`src/rtl/operand_entry_ctrl_pkg.sv`:
```
// operand_entry_ctrl_pkg
//  Shared types and constants for the operand entry path that feeds the
//  seven-segment display.
//  Contents:
//   DIGIT_W        default operand / result width (one hex digit)
//   entry_state_t  operand entry FSM states; the encoding is what state_o shows
package operand_entry_ctrl_pkg;

  localparam int DIGIT_W = 4;

  typedef enum logic [1:0] {
    LOAD_A = 2'b00,
    LOAD_B = 2'b01,
    EXEC   = 2'b10,
    SHOW   = 2'b11
  } entry_state_t;

endpackage

```
`src/rtl/operand_entry_ctrl_button_debouncer.sv`:
```
// button_debouncer
//  Turns a raw, bouncing, asynchronous push-button into a single-cycle press
//  pulse. Intended to be reused for any further buttons on the board.
//  Ports:
//   CLK      in   1  system clock
//   RST      in   1  synchronous, active-high reset
//   btn_raw  in   1  raw mechanical button level
//   press    out  1  registered one-cycle pulse on each debounced 0->1 change
module button_debouncer #(
  parameter int DEBOUNCE_BITS = 20
) (
  input  logic CLK,
  input  logic RST,
  input  logic btn_raw,
  output logic press
);

  localparam logic [DEBOUNCE_BITS-1:0] CNT_ONE = {{(DEBOUNCE_BITS-1){1'b0}}, 1'b1};

  logic                     sync_1;
  logic                     btn_s;
  logic                     stable;
  logic [DEBOUNCE_BITS-1:0] cnt;

  // Two-flop synchronizer, then a counter that must see the new level for
  // the full window before the stable level follows it. Any return to the
  // stable level restarts the window, so short glitches never get through.
  // Only the rising change of the stable level emits a press.
  always_ff @(posedge CLK) begin
    if (RST) begin
      sync_1 <= 1'b0;
      btn_s  <= 1'b0;
      stable <= 1'b0;
      cnt    <= '0;
      press  <= 1'b0;
    end else begin
      sync_1 <= btn_raw;
      btn_s  <= sync_1;
      press  <= 1'b0;
      if (btn_s != stable) begin
        if (cnt == '1) begin
          stable <= btn_s;
          cnt    <= '0;
          press  <= btn_s;
        end else begin
          cnt <= cnt + CNT_ONE;
        end
      end else begin
        cnt <= '0;
      end
    end
  end

endmodule

```
`src/rtl/operand_entry_ctrl.sv`:
```
// operand_entry_ctrl
//  Upstream stage of the seven-segment display path. Captures operand A and
//  then operand B from the switches on successive button presses, lets the
//  external ALU settle for a cycle, registers its result and holds all three
//  values for the display until the next press starts a new entry.
//  Ports:
//   CLK         in   1      system clock
//   RST         in   1      synchronous, active-high reset
//   sw          in   WIDTH  operand switches, sampled on a press
//   btn_raw     in   1      raw push-button
//   alu_y       in   WIDTH  combinational ALU output for op_a/op_b
//   op_a        out  WIDTH  registered operand A
//   op_b        out  WIDTH  registered operand B
//   alu_result  out  WIDTH  registered ALU result
//   res_valid   out  1      alu_result belongs to the current op_a/op_b
//   state_o     out  2      current FSM state, for status LEDs
module operand_entry_ctrl
  import operand_entry_ctrl_pkg::*;
#(
  parameter int WIDTH         = DIGIT_W,
  parameter int DEBOUNCE_BITS = 20
) (
  input  logic             CLK,
  input  logic             RST,
  input  logic [WIDTH-1:0] sw,
  input  logic             btn_raw,
  input  logic [WIDTH-1:0] alu_y,
  output logic [WIDTH-1:0] op_a,
  output logic [WIDTH-1:0] op_b,
  output logic [WIDTH-1:0] alu_result,
  output logic             res_valid,
  output logic [1:0]       state_o
);

  logic         press;
  entry_state_t state;

  button_debouncer #(
    .DEBOUNCE_BITS(DEBOUNCE_BITS)
  ) u_debouncer (
    .CLK    (CLK),
    .RST    (RST),
    .btn_raw(btn_raw),
    .press  (press)
  );

  assign state_o = state;

  // EXEC is a fixed one-cycle wait: op_b was written on the previous edge,
  // so alu_y has had a full cycle to settle before it is captured. A press
  // landing in EXEC is simply dropped.
  always_ff @(posedge CLK) begin
    if (RST) begin
      state      <= LOAD_A;
      op_a       <= '0;
      op_b       <= '0;
      alu_result <= '0;
      res_valid  <= 1'b0;
    end else begin
      case (state)
        LOAD_A: begin
          if (press) begin
            op_a  <= sw;
            state <= LOAD_B;
          end
        end
        LOAD_B: begin
          if (press) begin
            op_b  <= sw;
            state <= EXEC;
          end
        end
        EXEC: begin
          alu_result <= alu_y;
          res_valid  <= 1'b1;
          state      <= SHOW;
        end
        SHOW: begin
          if (press) begin
            res_valid <= 1'b0;
            state     <= LOAD_A;
          end
        end
        default: state <= LOAD_A;
      endcase
    end
  end

endmodule
```
`config.mk`:
```
export PLATFORM = sky130hd
export DESIGN_NAME = operand_entry_ctrl
export DESIGN_NICKNAME = d
export VERILOG_FILES = /design/src/rtl/operand_entry_ctrl_pkg.sv /design/src/rtl/operand_entry_ctrl_button_debouncer.sv /design/src/rtl/operand_entry_ctrl.sv
export SDC_FILE = /design/constraint.sdc
export NUM_CORES = 1
export LEC_CHECK = 0
export CORE_MARGIN = 2
export CORE_UTILIZATION = 33
export CTS_BUF_LIST = sky130_fd_sc_hd__clkbuf_8
export CTS_CLUSTER_DIAMETER = 60
export DETAILED_ROUTE_END_ITERATION = 16
export GPL_ROUTABILITY_DRIVEN = 0
export PLACE_DENSITY = 0.54
export SLEW_MARGIN = 25
export SYNTH_ARGS = -nofsm -noshare
export SYNTH_HDL_FRONTEND = slang
export SYNTH_HIERARCHICAL = 1
export SYNTH_SLANG_ARGS = --single-unit
```
`constraint.sdc`:
```
create_clock -name CLK -period 4.5 [get_ports CLK]
set_input_delay 0.675 -clock CLK [delete_from_list [all_inputs] [get_ports CLK]]
set_output_delay 0.675 -clock CLK [all_outputs]
set_load 0.05 [all_outputs]
```
; Yosys cells after proc, flatten, opt, wreduce, memory -nomap -nowiden
; Cells that the tools add are included.
[op_classes]
n_addsub = 1
n_mul = 0
n_div = 0
order_cmp = 0
eq_ne = 8
shift = 0
mux = 6
n_bitwise = 2
n_reduce_logical = 9
[op_table]
columns = cell, count
row1 = "adder 20 x 1 -> 20 bit, second input constant", 1
row2 = "equality test 20 bit, second input constant", 1
row3 = case mux 2 bit (4 select lines), 1
row4 = AND reduction 2 bit, 4
row5 = two-way mux 2 bit, 3
row6 = "!= test 2 x 1 -> 1 bit, second input constant", 3
row7 = OR reduction 3 bit, 2
row8 = "equality test 2 bit, second input constant", 2
row9 = AND reduction 3 bit, 1
row10 = "equality test 2 x 1 -> 1 bit, second input constant", 1
row11 = logical NOT 2 bit, 1
row12 = inverter 1 bit, 2
row13 = case mux 1 bit (2 select lines), 1
row14 = nonzero test 2 bit, 1
row15 = two-way mux 1 bit, 1
row16 = != test 1 bit, 1
[totals]
ff_bits = 39
latch_bits = 0
mem_bits_rw = 0
mem_bits_ro = 0
inputBits = 11
out_inout_bits = 15
word_cells = 36
mem_count = 0

; Longest topological paths before layout
; Gate-level depths: netlist of the first run.
[depth]
ltp_word = 3
mapped_depth = 7
depth_no_buf = 5

; Cells and area by module
; Netlist of the first run, hierarchy kept.
[by_module_without_submodules]
columns = module, n_inst, cells_per_inst, area_per_inst_um2, seq_area_each_um2
row1 = button_debouncer, 1, 115, 1038.5, 480.5
row2 = operand_entry_ctrl, 1, 71, 641.9, 300.3

; Least setup slack after synthesis of the first run
; Ideal clock, no wire load.
[synth_timing]
path_type = register -> register
from = register u_debouncer.cnt[0]
to = register u_debouncer.cnt[10]
setup_time_ps = 115
arrival_time_ps = 1657
required_time_ps = 4385
path_slack_ps = 2729
path_stages_with_launch = 8
n_path_buf = 2
period_less_slack_ps = 1771
cell_sequence = dfxtp_1 > ha_1 > nand2_1 > or4_4 > buf_6 > o21bai_2 > buf_4 > nor2_1
[synth_between]
elab_chain_len = 2
elab_cells_between_ends = 3
classes_between = add/sub (1) / eq/ne (1) / reduce/logical (1)
[synth_lines]
columns = element, line_no
row1 = "start, declared", operand_entry_ctrl_button_debouncer.sv:23  ; logic [DEBOUNCE_BITS-1:0] cnt;
row2 = "start signal, assigned", operand_entry_ctrl_button_debouncer.sv:46  ; cnt <= cnt + CNT_ONE;
row3 = "parallel branches: the longest is 2 deep, another holds adder 20 x 1 -> 20 bit", n/a
; Parallel ways; which one is timed is not known.
; A chain may end at the register's enable or synchronous reset.

; Final worst setup path of the first run
[layout_timing]
from = input RST
to = register u_debouncer.cnt[15]
[layout_between]
elab_chain_len = 1
[layout_lines]
columns = element, line_no
row1 = "start, declared", operand_entry_ctrl.sv:24  ; input logic RST,
row2 = OR reduction 3 bit (no source line), n/a
; No other way between the ends.

==> results of run 1 <==
-- path summary, 6_finish.rpt --
path | from | depth (start not counted) | to
hold / removal | op_b[1]$_SDFFE_PP0P_ | 2 | op_b[1]$_SDFFE_PP0P_
hold reg to reg | op_b[1]$_SDFFE_PP0P_ | 2 | op_b[1]$_SDFFE_PP0P_
setup / recovery | RST | 4 | u_debouncer/cnt[15]$_SDFF_PP0_
setup reg to reg | u_debouncer/cnt[3]$_SDFF_PP0_ | 4 | u_debouncer/cnt[15]$_SDFF_PP0_
-- power groups by stage --
stage | logic [W] | registers (W) | clock network, W
floorplan | 0.0000597 | 0.000388 | 0
global placement | 0.000112 | 0.000369 | 0
detailed placement | 0.000112 | 0.000369 | 0
CTS | 0.000112 | 0.000360 | 0.000307
global route | 0.000123 | 0.000361 | 0.000318
finish | 0.000111 | 0.000360 | 0.000294
-- through the flow --
| step | hold slack (ns) | total power [W] | instance area [um^2] | setup slack [ns] | cells |
|---|---|---|---|---|---|
| 6_report | 0.4539 | 0.0007652 | 2096 | 2.255 | 281 |
| 5_1_grt | 0.4747 | 0.0008019 | 2096 | 2.055 | 281 |
| 4_1_cts | 0.4569 | 0.0007791 | 2096 | 2.212 | 281 |
| 3_5_place_dp | 0.4231 | 0.0004801 | 1978 | 1.910 | 273 |
| 3_3_place_gp | 0.4308 | 0.0004809 | 1978 | 1.947 | 273 |
| 2_1_floorplan | 0.4138 | 0.0004477 | 1680 | 2.729 | 186 |
-- layer usage --
metal	share of wire, %	vias up	global-route usage [%]
li1	-	696	-
met5	0	-	0
met1	48	549	14.43
met2	45	27	18.84
met4	1.4	0	6.043
met3	6.3	4	3.704
-- cell families (layout without fill, tap and decap cells) --
group,count (synthesis),count (layout),synth area share (%)
fa+ha+maj,6,6,4.467
flops,39,39,46.46
mux,4,4,2.383
simple gates,90,90,28.15
buf+inv,10,38,3.276
xor+xnor,15,15,7.819
compound gates,22,22,7.446
-- cells in the mapped netlist, drive strengths merged (3+ instances only) --
master,n
ha,6
nor3,9
xnor2,12
or3,3
a21oi,13
o21ai,5
nor4,4
nand4,5
inv,5
dfxtp,39
and3,3
nand3,13
nor2,24
xor2,3
mux2i,4
nand2,20
nor2b,4
buf,5
-- state kept, by name (all words and copies together) (netlist names) --
signal	flops
u_debouncer/press	1
state_o	2
u_debouncer/cnt	20
u_debouncer/stable	1
u_debouncer/sync_1	1
u_debouncer/btn_s	1
res_valid	1
alu_result	4
op_a	4
op_b	4
-- worst max-delay path: stages --
cell	delay [ns]
sky130_fd_sc_hd__clkdlybuf4s50_1	0.92
sky130_fd_sc_hd__nand2b_1	0.33
sky130_fd_sc_hd__o21bai_2	0.34
sky130_fd_sc_hd__nor2_1	0.11
-- layout make-up --
class                   instances  area [um^2]  share of cell area (%)
well taps                      67        83.83                   4.000
flip-flops and latches         39        780.7                   37.25
inverters                       5        18.77                  0.8955
clock buffers                   6        82.58                   3.940
clock inverters                 2        35.03                   1.672
repair buffers                 25        250.2                   11.94
multi-input cells             137        844.6                   40.30
==> impl_table.tex, run 1 <==
\begin{tabular}{lr}
\hline
Metric & Value \\
\hline
\multicolumn{2}{l}{\textbf{STA}} \\
Min cycle time layout & approximately 2.2 ns \\
Sum of negative setup slack & 0 ns \\
Hold Vio Cnt, Final & 0 \\
Final-report setup violation count & 0 \\
Worst Max-Slew Pin Slew & 0.7034 ns \\
Slew margin rel. & a little over half \\
Number of slew-limit violations in the final report & 0 \\
Share of the cycle needed by the critical path after routing & 49.90\% \\
Setup clock skew after layout & 0.004375 ns \\
Fmax & roughly 450 MHz \\
Setup repair after global routing missed its margin & no \\
\multicolumn{2}{l}{\textbf{Pwr}} \\
Flop pwr share & between 40\% and 50\% \\
Share of total power in the clock network & about two fifths \\
Switching share of power & roughly a quarter \\
Power density of the placed cells & roughly 370 mW/mm\^{}2 \\
Combinational share of power & around 14\% \\
Standby leakage power & between 0.6 and 0.7 nW \\
Internal Dissipation & between 0.0005 and 0.0006 W \\
Net Sw Power & 0.0001885 W \\
IR Drop Worst-Case VDD & around 0.18 mV \\
\multicolumn{2}{l}{\textbf{Layout}} \\
Ratio of cells with drive above 1 in the final layout & about 7\% \\
Most frequent standard cell in the layout excluding fill and tap cells & sky130\_fd\_sc\_hd\_\_dfxtp\_1 \\
Fillers & 499 \\
Layout area overhead & 24.72\% \\
Count of inserted antenna diode cells & 0 \\
Core occupancy in the finished layout & between 40\% and 50\% \\
Count of nets after finishing & 230 \\
Highest-count cells in the layout ignoring fill and taps & sky130\_fd\_sc\_hd\_\_dfxtp\_1 (39), sky130\_fd\_sc\_hd\_\_clkdlybuf4s50\_1 (25), sky130\_fd\_sc\_hd\_\_nor2\_1 (24) \\
\multicolumn{2}{l}{\textbf{Critical path}} \\
Required time of the critical path & 4.65 ns \\
Type of the worst setup path & input port to flop \\
Category of the worst setup path capture point & flop \\
Launching element type of the critical path & input port \\
Crit Path Max Fanout & 20 \\
Critical path data arrival time & 2.39 ns \\
Reg-to-reg slack, setup & $\sim$2.4 ns \\
\multicolumn{2}{l}{\textbf{Placed design}} \\
HPWL after DPL & 2.158 mm \\
Port bufs & 25 \\
\multicolumn{2}{l}{\textbf{Clock tree}} \\
Count of clock tree sinks & 39 \\
CTS tree & built \\
Worst-case clock buffer depth & 2 \\
Cts hold-fix bufs & 0 \\
Count of H-tree levels built during CTS & 2 \\
Post-CTS Setup Bufs & 0 \\
Latest clock arrival within the worst-skew pair & approximately 0.28 ns \\
Clk Tree Root Cell & sky130\_fd\_sc\_hd\_\_clkbuf\_8 \\
TritonCTS Buffers & 5 \\
Resized Gates After CTS & 0 \\
Clock transition at the register clock pins on the worst setup and hold paths after CTS & roughly 0.07 ns \\
\multicolumn{2}{l}{\textbf{Min path}} \\
Type of the tightest min-delay check & flop to flop \\
\multicolumn{2}{l}{\textbf{Synthesis}} \\
Cell type with the highest aggregate area in the netlist & sky130\_fd\_sc\_hd\_\_dfxtp\_1 \\
Total of warnings raised by yosys & 6 \\
Share of flip-flops with an asynchronous set or reset after synthesis & 0\% \\
Number of enable flip-flop cells after synthesis & 0 \\
Net count after synthesis & a little over 200 \\
FF+latch count, synth & 39 \\
Syn\_area\_per\_cell & 9.034 um\^{}2 \\
Post-synthesis cell type count & 32 \\
Cells after synthesis & around 190 \\
Largest cells by area after synthesis & sky130\_fd\_sc\_hd\_\_dfxtp\_1 (46\%), sky130\_fd\_sc\_hd\_\_xnor2\_1 (6.3\%), sky130\_fd\_sc\_hd\_\_nor2\_1 (5.4\%) \\
Yosys top cell area share & 46.46\% \\
Combined area of all synthesized cells & $\sim$0.0017 mm\^{}2 \\
Portion of the post-synthesis area used by sequential elements & between 40\% and 50\% \\
Primary flip-flop cell chosen by synthesis mapping & sky130\_fd\_sc\_hd\_\_dfxtp\_1 \\
\multicolumn{2}{l}{\textbf{Global routing}} \\
Wire length of the first global-routing pass & 5.099 mm \\
Pin count of the biggest net entering global routing & 21 \\
Initial antenna violation count & 0 \\
Total congestion overflow & 0 \\
Via count of the first global-routing pass & roughly 1.2k \\
Total GRT Usage & about an eighth \\
\multicolumn{2}{l}{\textbf{Route}} \\
Average routed wire per standard cell & $\sim$11 um \\
Detail Route Antenna Nets & 0 \\
Detailed Route WL & about 3.0 mm \\
Number of optimization iterations in the first detailed-route pass & 6 \\
Vias & 1276 \\
Post-DR vias/cell & 4.541 \\
Drc violations & 0 \\
Starting DRT DRC Count & 47 \\
\multicolumn{2}{l}{\textbf{Die}} \\
Starting Density & between 30\% and 40\% \\
Area of the die & approximately 0.0057 mm\^{}2 \\
Die span in y & 75.36 um \\
IO Count & 26 \\
Placement row count & 25 \\
Placeable Area & between 0.004 and 0.005 mm\^{}2 \\
Width of the die & 75.36 um \\
\multicolumn{2}{l}{\textbf{Run status}} \\
Run status & completed \\
\multicolumn{2}{l}{\textbf{Run}} \\
Max-cap violations & 0 \\
\hline
\end{tabular}
Power figures use the tool's default switching activity.
==> run 2, diff against run 1 <==
Settings changed: PLACE_DENSITY 0.54 to 0.56.
Clock period 4.5 ns to 2 ns, I/O delays scaled along.
==> run 2 against run 1 <==
Clock power increased by 120%. Largest power group unchanged. Critical path type is now flop to output pin. Highest routed layer unchanged. Sequential share of layout area decreased by 0.95 points. First-iteration DRC count decreased by 53%. Via count increased by 5.4%. Largest cell class unchanged.
==> impl_table.tex, run 2 (same netlist as run 1, synthesis figures left out) <==
\begin{tabular}{lr}
\hline
Metric & Value \\
\hline
\multicolumn{2}{l}{\textbf{Run status}} \\
Run status & completed \\
\multicolumn{2}{l}{\textbf{Placed design}} \\
Placed instance area & 0.002038 mm\^{}2 \\
Number of cells in the design after placement & around 280 \\
Port bufs & 25 \\
Setup WS pre-CTS & about 0.24 ns \\
HPWL after DPL & roughly 2.3 mm \\
\multicolumn{2}{l}{\textbf{Critical path}} \\
Category of the worst setup path capture point & output pin \\
Required time of the critical path & about 1.7 ns \\
Delay of the slowest critical-path stage & 0.84 ns \\
Worst path top cell family by delay & buffers and inverters \\
Count of buffering cells on the critical path with inverters included & 1 \\
Cell at the slowest stage of the critical path & sky130\_fd\_sc\_hd\_\_clkdlybuf4s50\_1 \\
Launching element type of the critical path & flop \\
Cell-by-cell listing of the critical path & clkdlybuf4s50\_1 \\
Critical path data arrival time & 1.54 ns \\
Crit Path Max Fanout & 5 \\
Type of the worst setup path & flop to output pin \\
\multicolumn{2}{l}{\textbf{Layout}} \\
Core occupancy in the finished layout & 44.65\% \\
Ratio of cells with drive above 1 in the final layout & between 10\% and 20\% \\
Highest-count cells in the layout ignoring fill and taps & sky130\_fd\_sc\_hd\_\_dfxtp\_1 (39), sky130\_fd\_sc\_hd\_\_clkdlybuf4s50\_1 (25), sky130\_fd\_sc\_hd\_\_nor2\_1 (24) \\
Fillers & a little over 500 \\
Area of the multi-input gates & between 800 and 900 um\^{}2 \\
Count of inserted antenna diode cells & 0 \\
Number of non-filler instances in the completed layout & approximately 290 \\
Final std cell area, no fill & $\sim$0.0022 mm\^{}2 \\
Layout area overhead & 28.00\% \\
Count of nets after finishing & 238 \\
Largest register by flop count & u\_debouncer/cnt \\
Flip-flop count of the largest register after layout & 20 \\
Area of all sequential standard cells & 780.7 um\^{}2 \\
Most frequent standard cell in the layout excluding fill and tap cells & sky130\_fd\_sc\_hd\_\_dfxtp\_1 \\
\multicolumn{2}{l}{\textbf{Die}} \\
Die span in y & about 75 um \\
Area of the die & 0.005679 mm\^{}2 \\
Width of the die & approximately 75 um \\
Placeable Area & 0.004817 mm\^{}2 \\
Starting Density & approximately a third \\
IO Count & 26 \\
Placement row count & 25 \\
\multicolumn{2}{l}{\textbf{STA}} \\
Hold Vio Cnt, Final & 0 \\
Worst Max-Slew Pin Slew & 0.4948 ns \\
Number of slew-limit violations in the final report & 0 \\
Slew margin rel. & roughly two thirds \\
Setup repair after global routing missed its margin & no \\
Worst Setup Slack, final & around 0.16 ns \\
Min cycle time layout & 1.842 ns \\
Setup clock skew after layout & between 0.004 and 0.005 ns \\
Final-report setup violation count & 0 \\
Sum of negative setup slack & 0 ns \\
Share of the cycle needed by the critical path after routing & just over 90\% \\
Fmax & approximately 540 MHz \\
\multicolumn{2}{l}{\textbf{Global routing}} \\
Total GRT Usage & 12.41\% \\
Wire length of the first global-routing pass & between 5 and 6 mm \\
Via count of the first global-routing pass & between 1k and 1.5k \\
Total congestion overflow & 0 \\
Pin count of the biggest net entering global routing & 20 \\
Initial antenna violation count & 0 \\
\multicolumn{2}{l}{\textbf{Pwr}} \\
Power density of the placed cells & 798.3 mW/mm\^{}2 \\
Share of total power in the clock network & 38.0\% \\
Flop pwr share & between 40 and 50\% \\
Internal Dissipation & between 0.001 and 0.0015 W \\
Net Sw Power & roughly 0.00045 W \\
Standby leakage power & between 0.7 and 0.8 nW \\
IR Drop Worst-Case VDD & around 0.40 mV \\
Combinational share of power & about 15\% \\
Switching share of power & a little over a quarter \\
\multicolumn{2}{l}{\textbf{Route}} \\
Vias & $\sim$1.3k \\
Number of optimization iterations in the first detailed-route pass & 4 \\
Post-DR vias/cell & around 4.7 \\
Drc violations & 0 \\
Detailed Route WL & approximately 3.1 mm \\
Average routed wire per standard cell & 10.78 um \\
Starting DRT DRC Count & 22 \\
Detail Route Antenna Nets & 0 \\
\multicolumn{2}{l}{\textbf{Clock tree}} \\
Post-CTS Setup Bufs & 0 \\
Clk Tree Root Cell & sky130\_fd\_sc\_hd\_\_clkbuf\_8 \\
CTS tree & built \\
Worst-case clock buffer depth & 2 \\
TritonCTS Buffers & 5 \\
Latest clock arrival within the worst-skew pair & just under 0.3 ns \\
Resized Gates After CTS & 0 \\
Count of clock tree sinks & 39 \\
Clock transition at the register clock pins on the worst setup and hold paths after CTS & 0.08 ns \\
Count of H-tree levels built during CTS & 2 \\
Cts hold-fix bufs & 0 \\
\multicolumn{2}{l}{\textbf{Run}} \\
Max-cap violations & 0 \\
\multicolumn{2}{l}{\textbf{Min path}} \\
Type of the tightest min-delay check & flop to flop \\
\hline
\end{tabular}
run 2: cell types whose count changed in the layout (fill, tap and decap cells not counted), sizes merged:
cell,before,now
buf,0,8
clkinv,1,2
clkbuf,6,5
run 2: worst paths after layout:
check	start	endpoint	slack (ns)	cells after the start
hold reg to reg	u_debouncer/sync_1$_SDFF_PP0_	u_debouncer/btn_s$_SDFF_PP0_	0.45	1
setup / recovery	state_o[0]$_SDFFE_PP0P_	state_o[0]	0.16	1
setup reg to reg	u_debouncer/cnt[5]$_SDFF_PP0_	u_debouncer/cnt[18]$_SDFF_PP0_	0.21	4
hold / removal	u_debouncer/sync_1$_SDFF_PP0_	u_debouncer/btn_s$_SDFF_PP0_	0.45	1
run 2: layout make-up:
class	instances	area share, %
clock buffer	5	3.200
clock inverter	3	2.036
inverter	5	0.8726
multi-input combinational	137	39.27
sequential	39	36.30
tap	67	3.898
timing repair buffer	33	14.43
run 2: power by group through the flow:
stage          combinational (W)  clock [W]  sequential [W]
2_1_floorplan           0.000134          0        0.000873
3_3_place_gp            0.000257          0        0.000829
3_5_place_dp            0.000257          0        0.000829
4_1_cts                 0.000257   0.000682        0.000811
5_1_grt                 0.000280   0.000708        0.000813
6_report                0.000255   0.000652        0.000810
run 2: routing by layer:
layer / wire length (um) / up-vias / share of wire, % / global-route usage [%]
met5: 0 / - / 0 / 0
met4: 74 / 0 / 2.4 / 5.458
met3: 171 / 8 / 5.5 / 4.365
met2: 1328 / 33 / 43 / 19.03
met1: 1541 / 593 / 49 / 15.82
li1: - / 711 / - / -
run 2: through the flow:
stage,hold WS [ns],power [W]
2_1_floorplan,0.3691,0.001007
3_3_place_gp,0.4259,0.001086
3_5_place_dp,0.4348,0.001086
4_1_cts,0.4577,0.001750
5_1_grt,0.4785,0.001801
6_report,0.4536,0.001717
